===== src/rtl/lockstep_compare_if.sv =====
// OBI request type and the bundle of four time-aligned request channels
// (leading/trailing hart, instruction/data) that feeds the lockstep checker.
package lockstep_pkg;
    typedef struct packed {
        logic        req;
        logic [31:0] addr;
        logic        we;
        logic [3:0]  be;
        logic [31:0] wdata;
    } obi_req_t;
endpackage

interface lockstep_compare_if;
    lockstep_pkg::obi_req_t instr_a;
    lockstep_pkg::obi_req_t instr_b;
    lockstep_pkg::obi_req_t data_a;
    lockstep_pkg::obi_req_t data_b;

    modport master (output instr_a, output instr_b, output data_a, output data_b);
    modport slave  (input  instr_a, input  instr_b, input  data_a, input  data_b);
endinterface


===== src/rtl/lockstep_compare.sv =====
// Lockstep checker: compares aligned leading/trailing hart OBI requests each
// cycle, counts mismatches and latches a sticky fault with address capture.
//
// state  | meaning
// IDLE   | lockstep disabled, no comparison
// WARMUP | upstream delay line filling, comparisons ignored for NCYCLES cycles
// CHECK  | requests compared every cycle, mismatches counted
// FAULT  | threshold reached; outputs and captures frozen until clear/reset
module lockstep_compare
    import lockstep_pkg::*;
#(
    parameter int unsigned NCYCLES       = 2,
    parameter int unsigned ERR_THRESHOLD = 1,
    parameter int unsigned CNT_W         = 8
) (
    input  logic                  clk_i,
    input  logic                  rst_i,
    input  logic                  enable_i,
    input  logic                  clear_i,
    lockstep_compare_if.slave     req_if,
    output logic                  mismatch_o,
    output logic [CNT_W-1:0]      mismatch_cnt_o,
    output logic                  fault_o,
    output logic                  fault_irq_o,
    output logic [31:0]           fault_addr_o,
    output logic [1:0]            fault_src_o,
    output logic [1:0]            state_o
);

    localparam int unsigned WARM_W = (NCYCLES > 1) ? $clog2(NCYCLES) : 1;
    localparam logic [WARM_W-1:0] WARM_LAST = WARM_W'(NCYCLES - 1);
    localparam logic [CNT_W-1:0]  CNT_THR   = CNT_W'(ERR_THRESHOLD);

    typedef enum logic [1:0] {
        ST_IDLE   = 2'd0,
        ST_WARMUP = 2'd1,
        ST_CHECK  = 2'd2,
        ST_FAULT  = 2'd3
    } state_t;

    state_t              state_q, state_d;
    logic [WARM_W-1:0]   warm_q, warm_d;
    logic [CNT_W-1:0]    cnt_q, cnt_d;
    logic [31:0]         addr_q, addr_d;
    logic [1:0]          src_q, src_d;
    logic                mis_q, mis_d;
    logic                irq_q, irq_d;

    logic                instr_mis;
    logic                data_mis;
    logic                cyc_mis;
    logic [CNT_W-1:0]    cnt_inc;

    // Read data is irrelevant to a request, so wdata only matters for writes.
    function automatic logic chan_mis(obi_req_t a, obi_req_t b);
        logic m;
        m = 1'b0;
        if (a.req != b.req) begin
            m = 1'b1;
        end else if (a.req) begin
            if ((a.addr != b.addr) || (a.we != b.we) || (a.be != b.be)) begin
                m = 1'b1;
            end else if (a.we && (a.wdata != b.wdata)) begin
                m = 1'b1;
            end
        end
        return m;
    endfunction

    assign instr_mis = chan_mis(req_if.instr_a, req_if.instr_b);
    assign data_mis  = chan_mis(req_if.data_a, req_if.data_b);
    assign cyc_mis   = instr_mis | data_mis;
    assign cnt_inc   = (&cnt_q) ? cnt_q : cnt_q + CNT_W'(1);

    always_ff @(posedge clk_i or posedge rst_i) begin
        if (rst_i) begin
            state_q <= ST_IDLE;
            warm_q  <= '0;
            cnt_q   <= '0;
            addr_q  <= '0;
            src_q   <= '0;
            mis_q   <= 1'b0;
            irq_q   <= 1'b0;
        end else begin
            state_q <= state_d;
            warm_q  <= warm_d;
            cnt_q   <= cnt_d;
            addr_q  <= addr_d;
            src_q   <= src_d;
            mis_q   <= mis_d;
            irq_q   <= irq_d;
        end
    end

    always_comb begin
        state_d = state_q;
        warm_d  = warm_q;
        cnt_d   = cnt_q;
        addr_d  = addr_q;
        src_d   = src_q;
        mis_d   = 1'b0;
        irq_d   = 1'b0;

        if (clear_i) begin
            state_d = ST_IDLE;
            cnt_d   = '0;
            addr_d  = '0;
            src_d   = '0;
        end else begin
            unique case (state_q)
                ST_IDLE: begin
                    if (enable_i) begin
                        state_d = ST_WARMUP;
                        warm_d  = '0;
                    end
                end
                ST_WARMUP: begin
                    if (!enable_i) begin
                        state_d = ST_IDLE;
                    end else if (warm_q == WARM_LAST) begin
                        state_d = ST_CHECK;
                    end else begin
                        warm_d = warm_q + WARM_W'(1);
                    end
                end
                ST_CHECK: begin
                    if (!enable_i) begin
                        state_d = ST_IDLE;
                    end else if (cyc_mis) begin
                        mis_d = 1'b1;
                        cnt_d = cnt_inc;
                        if (cnt_inc >= CNT_THR) begin
                            state_d = ST_FAULT;
                            irq_d   = 1'b1;
                            addr_d  = data_mis ? req_if.data_a.addr : req_if.instr_a.addr;
                            src_d   = {data_mis, instr_mis};
                        end
                    end
                end
                ST_FAULT: begin
                    state_d = ST_FAULT;
                end
                default: begin
                    state_d = ST_IDLE;
                end
            endcase
        end
    end

    assign mismatch_o     = mis_q;
    assign mismatch_cnt_o = cnt_q;
    assign fault_o        = (state_q == ST_FAULT);
    assign fault_irq_o    = irq_q;
    assign fault_addr_o   = addr_q;
    assign fault_src_o    = src_q;
    assign state_o        = state_q;

endmodule


===== src/flat_wrapper.sv =====
// flat-port wrapper written by rule: the top's interface ports become plain ports
module lockstep_compare_flat import lockstep_pkg::*;
#(
    parameter int unsigned NCYCLES       = 2,
    parameter int unsigned ERR_THRESHOLD = 1,
    parameter int unsigned CNT_W         = 8
)
  (clk_i, rst_i, enable_i, clear_i, mismatch_o, mismatch_cnt_o, fault_o, fault_irq_o, fault_addr_o, fault_src_o, state_o, req_if_instr_a, req_if_instr_b, req_if_data_a, req_if_data_b);
  lockstep_compare_if req_if_i ();
  input  logic clk_i;
  input  logic rst_i;
  input  logic enable_i;
  input  logic clear_i;
  output logic mismatch_o;
  output logic [CNT_W-1:0] mismatch_cnt_o;
  output logic fault_o;
  output logic fault_irq_o;
  output logic [31:0] fault_addr_o;
  output logic [1:0] fault_src_o;
  output logic [1:0] state_o;
  input wire logic [$bits(req_if_i.instr_a)-1:0] req_if_instr_a;
  input wire logic [$bits(req_if_i.instr_b)-1:0] req_if_instr_b;
  input wire logic [$bits(req_if_i.data_a)-1:0] req_if_data_a;
  input wire logic [$bits(req_if_i.data_b)-1:0] req_if_data_b;
  assign req_if_i.instr_a = req_if_instr_a;
  assign req_if_i.instr_b = req_if_instr_b;
  assign req_if_i.data_a = req_if_data_a;
  assign req_if_i.data_b = req_if_data_b;
  lockstep_compare #(.NCYCLES(NCYCLES), .ERR_THRESHOLD(ERR_THRESHOLD), .CNT_W(CNT_W)) u_core (.clk_i(clk_i), .rst_i(rst_i), .enable_i(enable_i), .clear_i(clear_i), .req_if(req_if_i), .mismatch_o(mismatch_o), .mismatch_cnt_o(mismatch_cnt_o), .fault_o(fault_o), .fault_irq_o(fault_irq_o), .fault_addr_o(fault_addr_o), .fault_src_o(fault_src_o), .state_o(state_o));
endmodule

===== config.mk =====
export PLATFORM = sky130hd
export DESIGN_NAME = lockstep_compare_flat
export DESIGN_NICKNAME = d
export VERILOG_FILES = /design/src/rtl/lockstep_compare_if.sv /design/src/rtl/lockstep_compare.sv /design/src/flat_wrapper.sv
export SDC_FILE = /design/constraint.sdc
export NUM_CORES = 1
export LEC_CHECK = 0
export ABC_AREA = 1
export CAP_MARGIN = 20
export CORE_ASPECT_RATIO = 0.5
export CORE_UTILIZATION = 35
export CTS_CLUSTER_DIAMETER = 30
export DETAILED_ROUTE_END_ITERATION = 7
export PLACE_DENSITY = 0.8
export SLEW_MARGIN = 15
export SYNTH_ARGS = -nofsm -noshare
export SYNTH_HDL_FRONTEND = slang
export SYNTH_SLANG_ARGS = --single-unit
export TNS_END_PERCENT = 100

===== constraint.sdc =====
create_clock -name clk_i -period 2.11 [get_ports clk_i]
set_input_delay 0.422 -clock clk_i [delete_from_list [all_inputs] [get_ports clk_i]]
set_output_delay 0.422 -clock clk_i [all_outputs]
set_load 0.01 [all_outputs]

# Word-level counts from Yosys, hierarchy flattened
# Cells that the tools add are included.
# word_totals
ff_bits	47
input_bits	284
# op_classes
add_sub_neg	2
n_lt_le_gt_ge	1
n_eq_ne	19
n_mux	45
bitwise_logic	2
n_reduce_logical	17
# op_table
op	n
32-bit 2-to-1 mux	6
32-bit inequality test	4
8-bit 2-to-1 mux	5
2-bit 2-to-1 mux	12
1-bit 2-to-1 mux	20
4-bit by 3-bit inequality test with 1-bit output, second input constant	3
4-bit AND reduction	3
2-bit nonzero test	5
8-bit by 1-bit adder with 8-bit output, second input constant	1
8-bit by 1-bit >= comparator with 1-bit output, second input constant	1
4-bit inequality test	2
2-bit case mux with 4 select lines	1
8-bit AND reduction	1
2-bit == test, second input constant	2
1-bit logical OR	4
1-bit inequality test	4
2-bit inequality test, second input constant	2
3-bit inequality test, second input constant	1
3-bit AND reduction	1
2-bit by 1-bit == test with 1-bit output, second input constant	1
1-bit logical AND	2
2-bit zero test	1
1-bit case mux with 2 select lines	1
1-bit adder, second input constant	1
2 further kinds	2

# Depth between registers and ports, before layout
# depth
depth_word	12
ltp_mapped	18
depth_no_buf	16

# Worst setup path after synthesis
# OpenSTA, ideal clock, no wires.
# synth_path
path_kind	register to register
startpoint	reg u_core.cnt_q[0] (netlist: u_core.mismatch_cnt_o[0])
endpoint	reg u_core.addr_q[13] (netlist: u_core.fault_addr_o[13])
setup_ns	0.115
t_arrival_ns	1.881
path_slack_ns	0.113
path_stages_with_launch	14
n_path_buf	1
cell_sequence	dfrtp_1 > ha_1 > nand3_2 > nor2_2 > nand3_4 > nand2_1 > o21ai_2 > nor3_1 > nand3_1 > nand2_2 > nor2_4 > buf_6 > nand2_2 > nand2_2
# synth_between
elab_chain_cells	5
word_cells_on_any_way	6
# synth_rtl
item	line_no	rtl
start: declaration	lockstep_compare.sv:43	logic [CNT_W-1:0] cnt_q, cnt_d;
start signal: assignment	lockstep_compare.sv:87	cnt_q <= cnt_d;
8-bit by 1-bit adder with 8-bit output or 8-bit AND reduction (tied branches)	lockstep_compare.sv:73	assign cnt_inc = (&cnt_q) ? cnt_q : cnt_q + CNT_W'(1);
8-bit 2-to-1 mux (*)	lockstep_compare.sv:73	
8-bit by 1-bit >= comparator with 1-bit output (*)	lockstep_compare.sv:132	if (cnt_inc >= CNT_THR) begin
2-bit nonzero test (no source line) (*)	n/a	
4-bit AND reduction (no source line) (*)	n/a	
end signal: assignment	lockstep_compare.sv:88	addr_q <= addr_d;
end: declaration	lockstep_compare.sv:44	logic [31:0] addr_q, addr_d;
# Mark *: on every way between the ends. The rest lies on a longest branch, timed or not.
# A chain may end at the register's enable or synchronous reset.

# Worst setup path in the final report
# layout_path
startpoint	in req_if_instr_a[55]
endpoint	reg u_core.addr_q[21] (netlist: u_core.fault_addr_o[21])
# layout_between
elab_chain_cells	9
# layout_rtl
item	line_no	rtl
start: declaration	flat_wrapper.sv:21	input wire logic [$bits(req_if_i.instr_a)-1:0] req_if_instr_a;
32-bit inequality test	lockstep_compare.sv:61	if ((a.addr != b.addr) || (a.we != b.we) || (a.be != b.be)) begin
1-bit logical OR (2 in series)	lockstep_compare.sv:61	
1-bit 2-to-1 mux	lockstep_compare.sv:61	
1-bit 2-to-1 mux	lockstep_compare.sv:60	end else if (a.req) begin
1-bit 2-to-1 mux	lockstep_compare.sv:58	if (a.req != b.req) begin
1-bit OR	lockstep_compare.sv:72	assign cyc_mis = instr_mis | data_mis;
2-bit nonzero test (no source line)	n/a	
4-bit AND reduction (no source line)	n/a	
# No other way between the ends.

==> impl_metrics.toml <==
[run_status]
status = "finished, violations left"
violations = "setup timing"

[synth]
ys_top_cells_by_area = "nand2_1, dfrtp_1, xnor2_1, inv_1, nand3_1"
ys_ff_latch = 47
async_flop_share_pct = 100
synth_top_area_share_pct = 24.8
synth_top_area_cell = "nand2_1"
synth_cell_types = 33
muxShareOfSynthArea_pct = 0
synth-seq-area-share_pct = 24.4
syn-cell-area_um2 = 4830
syn_area_per_cell_um2 = 5.87
synth-compound-area-share_pct = 5.60
synth_cells = 822
synth_fa_ha_area_share_pct = 0.518
yosys_warnings = 0
syn_nets = 1108
synthSimpleGateAreaFrac_pct = 44.0
synth_top_family_by_area = "simple AND/OR/NAND/NOR gates"
synthXorXnorAreaFrac_pct = 14.3
synth_ff_type = "dfrtp_1"
synth_edf_count = 0

[timing]
slew_headroom_pct = 60.6
max_freq_ghz = 0.442
setup_viol = 35
finalHoldViolCount = 0
min_period_ps = 2260
slew_viol_final = 0
finClkSkew_ps = 7.26
final.setup.worst_slack_ps = -154
rsz0062_at_grt = "true"
fin_setup_tns_ps = -3160
finalCritPeriodShare_pct = 107
tightest_slew_ps = 591

[placed_design]
dp_cells = 1387
gp_congestion = 0.952
place_ws_ps = -844
port_buffers = 330
dpl-instance-area_um2 = 8870
dpl.hpwl_um = 17600

[finish]
fin_cells = 1426
layout_common_cells = "nand2_1, dlygate4sd2_1, inv_1"
drive_gt1_share_pct = 19.3
final_common_cell = "nand2_1"
design_area_um2 = 9630
nNetsFinal = 1537
syn_to_final_growth_pct = 99.4

[clocking]
insertion_delay_ps = 290
clockBufferDepth = 2
cts_root_buffer = "clkbuf_16"
tritoncts = "built"
cts_made_buffers = 5
clock_sinks = 47
clk_pin_slew_ps = 70
cts_htree_levels = 2

[pwr]
p_seq_share_pct = 30.9
p_per_area_nw_per_um2 = 319
p_comb_share_pct = 42.0
power.switching_mw = 0.968
p_sw_share_pct = 31.5
power.total_mw = 3.07
power.internal_mw = 2.10
p_leak_nw = 5.19
power.share.clock_pct = 27.1
irDropWorstVdd_mv = 0.301

[critical_path]
crit_type = "in2reg"
crit_required_ps = 2330
critPathSlowestCell = "clkdlybuf4s50_1"
arrival_ps = 2490
path_max_fanout = 8
path_cells = "clkdlybuf4s50_1, xnor2_1, nand3_1, nor2_1, nand2_1, nor2_1, nand2_2, nand2_4, nand2_4, buf_6, nand3_4, buf_12, buf_16, nand3_2, nand2_1"
end_kind = "flop"
cpPeakStageDelay_ps = 520
cp-start-kind = "input port"

[detailed_routing]
vias = 6926
ant_nets = 0
wl_um = 23300
drc = 0
drtPass1Iterations = 7
routed_via_density = 4.86
wire_per_inst_um = 16.3
drtIter0Drc = 500

[job]
maxCapViolations = 0

[global_routing]
antenna_found_initial = 3
globalRouteTotalUtil_pct = 31.1
grt_max_degree = 48
first_global_vias = 6595
grt_overflow = 0
grt_pass1_wl_um = 34400

[hold_path]
min_path_type = "in2async"

[die]
core-area_um2 = 13100
die_area_um2 = 14300
die_height_um = 85.1
num_rows = 29
start_util_pct = 37.0
die_w_um = 168
num_io_pins = 331
## final timing paths
check                           slack (ps)                  endpoint                startpoint  cells past startpoint
worst min-delay path                   490  u_core.mismatch_cnt_o[3]                     rst_i                      3
worst max register to register        -100   u_core.fault_addr_o[21]  u_core.mismatch_cnt_o[0]                     14
max in group asynchronous             1400   u_core.fault_addr_o[29]                     rst_i                      3
min in group clk_i                     510             u_core.warm_q             u_core.warm_q                      2
worst min register to register         510             u_core.warm_q             u_core.warm_q                      2
worst max-delay path                  -150   u_core.fault_addr_o[21]        req_if_instr_a[55]                     15
## final cells by class
type	count	area, um^2
diodes	4	10.0
clock buffers	7	143
clock inverters	1	8.76
fillers	1108	3430
inverters	109	410
multi-input cells	650	3540
flip-flops and latches	47	1180
well taps	170	213
repair buffers	438	4120
## flip-flops by register name (all words and copies together) (netlist names)
signal and cells:
u_core.fault_addr_o 32, u_core.fault_irq_o 1, u_core.fault_src_o 2, u_core.mismatch_cnt_o 8
u_core.mismatch_o 1, u_core.state_o 2, u_core.warm_q 1
## critical path: cells and delay by family
family / cells / cell delay [ps]
AND/OR/NAND/NOR: 10 / 980
buffers and inverters: 4 / 930
XOR/XNOR: 1 / 140
## stage by stage
stage | util [%] | hold WS (ps)
finish | 73.7 | 486
floorplan | - | 457
detailed placement | 67.9 | 494
CTS | 71.6 | 499
global placement | 67.9 | 480
global route | 73.7 | 513
## synth_stat cells, types with 2 or more instances
library cell  number
buf_1              2
buf_2              6
buf_6              6
clkbuf_1           3
dfrtp_1           47
ha_1               2
inv_1            108
nand2_1          319
nand2_2           14
nand3_1           72
nand3_2            2
nand4_1            3
nor2_1            94
nor2_2             2
nor3_1             3
o21ai_0           42
o21ai_1            2
or2_2              3
xnor2_1           58
xor2_1            21
## logic make-up after synthesis
logic type,count (synthesis)
simple gates,515
flops,47
fa+ha+maj,2
xor+xnor,79
compound gates,51
buf+inv,128
## layer usage
metal,global-route usage (%),up-vias,wire length [um]
met5,0,-,0
met4,9.67,0,585
met3,5.13,45,1650
met2,55.9,319,11700
met1,38.4,3185,9360
li1,-,3377,-
## power by group through the flow
stage / clock network (mW) / logic, mW / registers (mW)
floorplan: 0 / 0.447 / 0.971
global placement: 0 / 1.28 / 0.962
detailed placement: 0 / 1.29 / 0.963
CTS: 0.818 / 1.25 / 0.948
global route: 0.872 / 1.40 / 0.951
finish: 0.833 / 1.29 / 0.949
## timing repair
item | in CTS | in global routing
setup buffers | 17 | 4
endpoints found under the setup margin | 46 | 45
cloned | 8 | 2
hold buffers | 0 | 0
endpoints found under the hold margin | 0 | 0
gates resized for setup | 341 | 70
pin swaps | 192 | 60
Power figures use the tool's default switching activity.
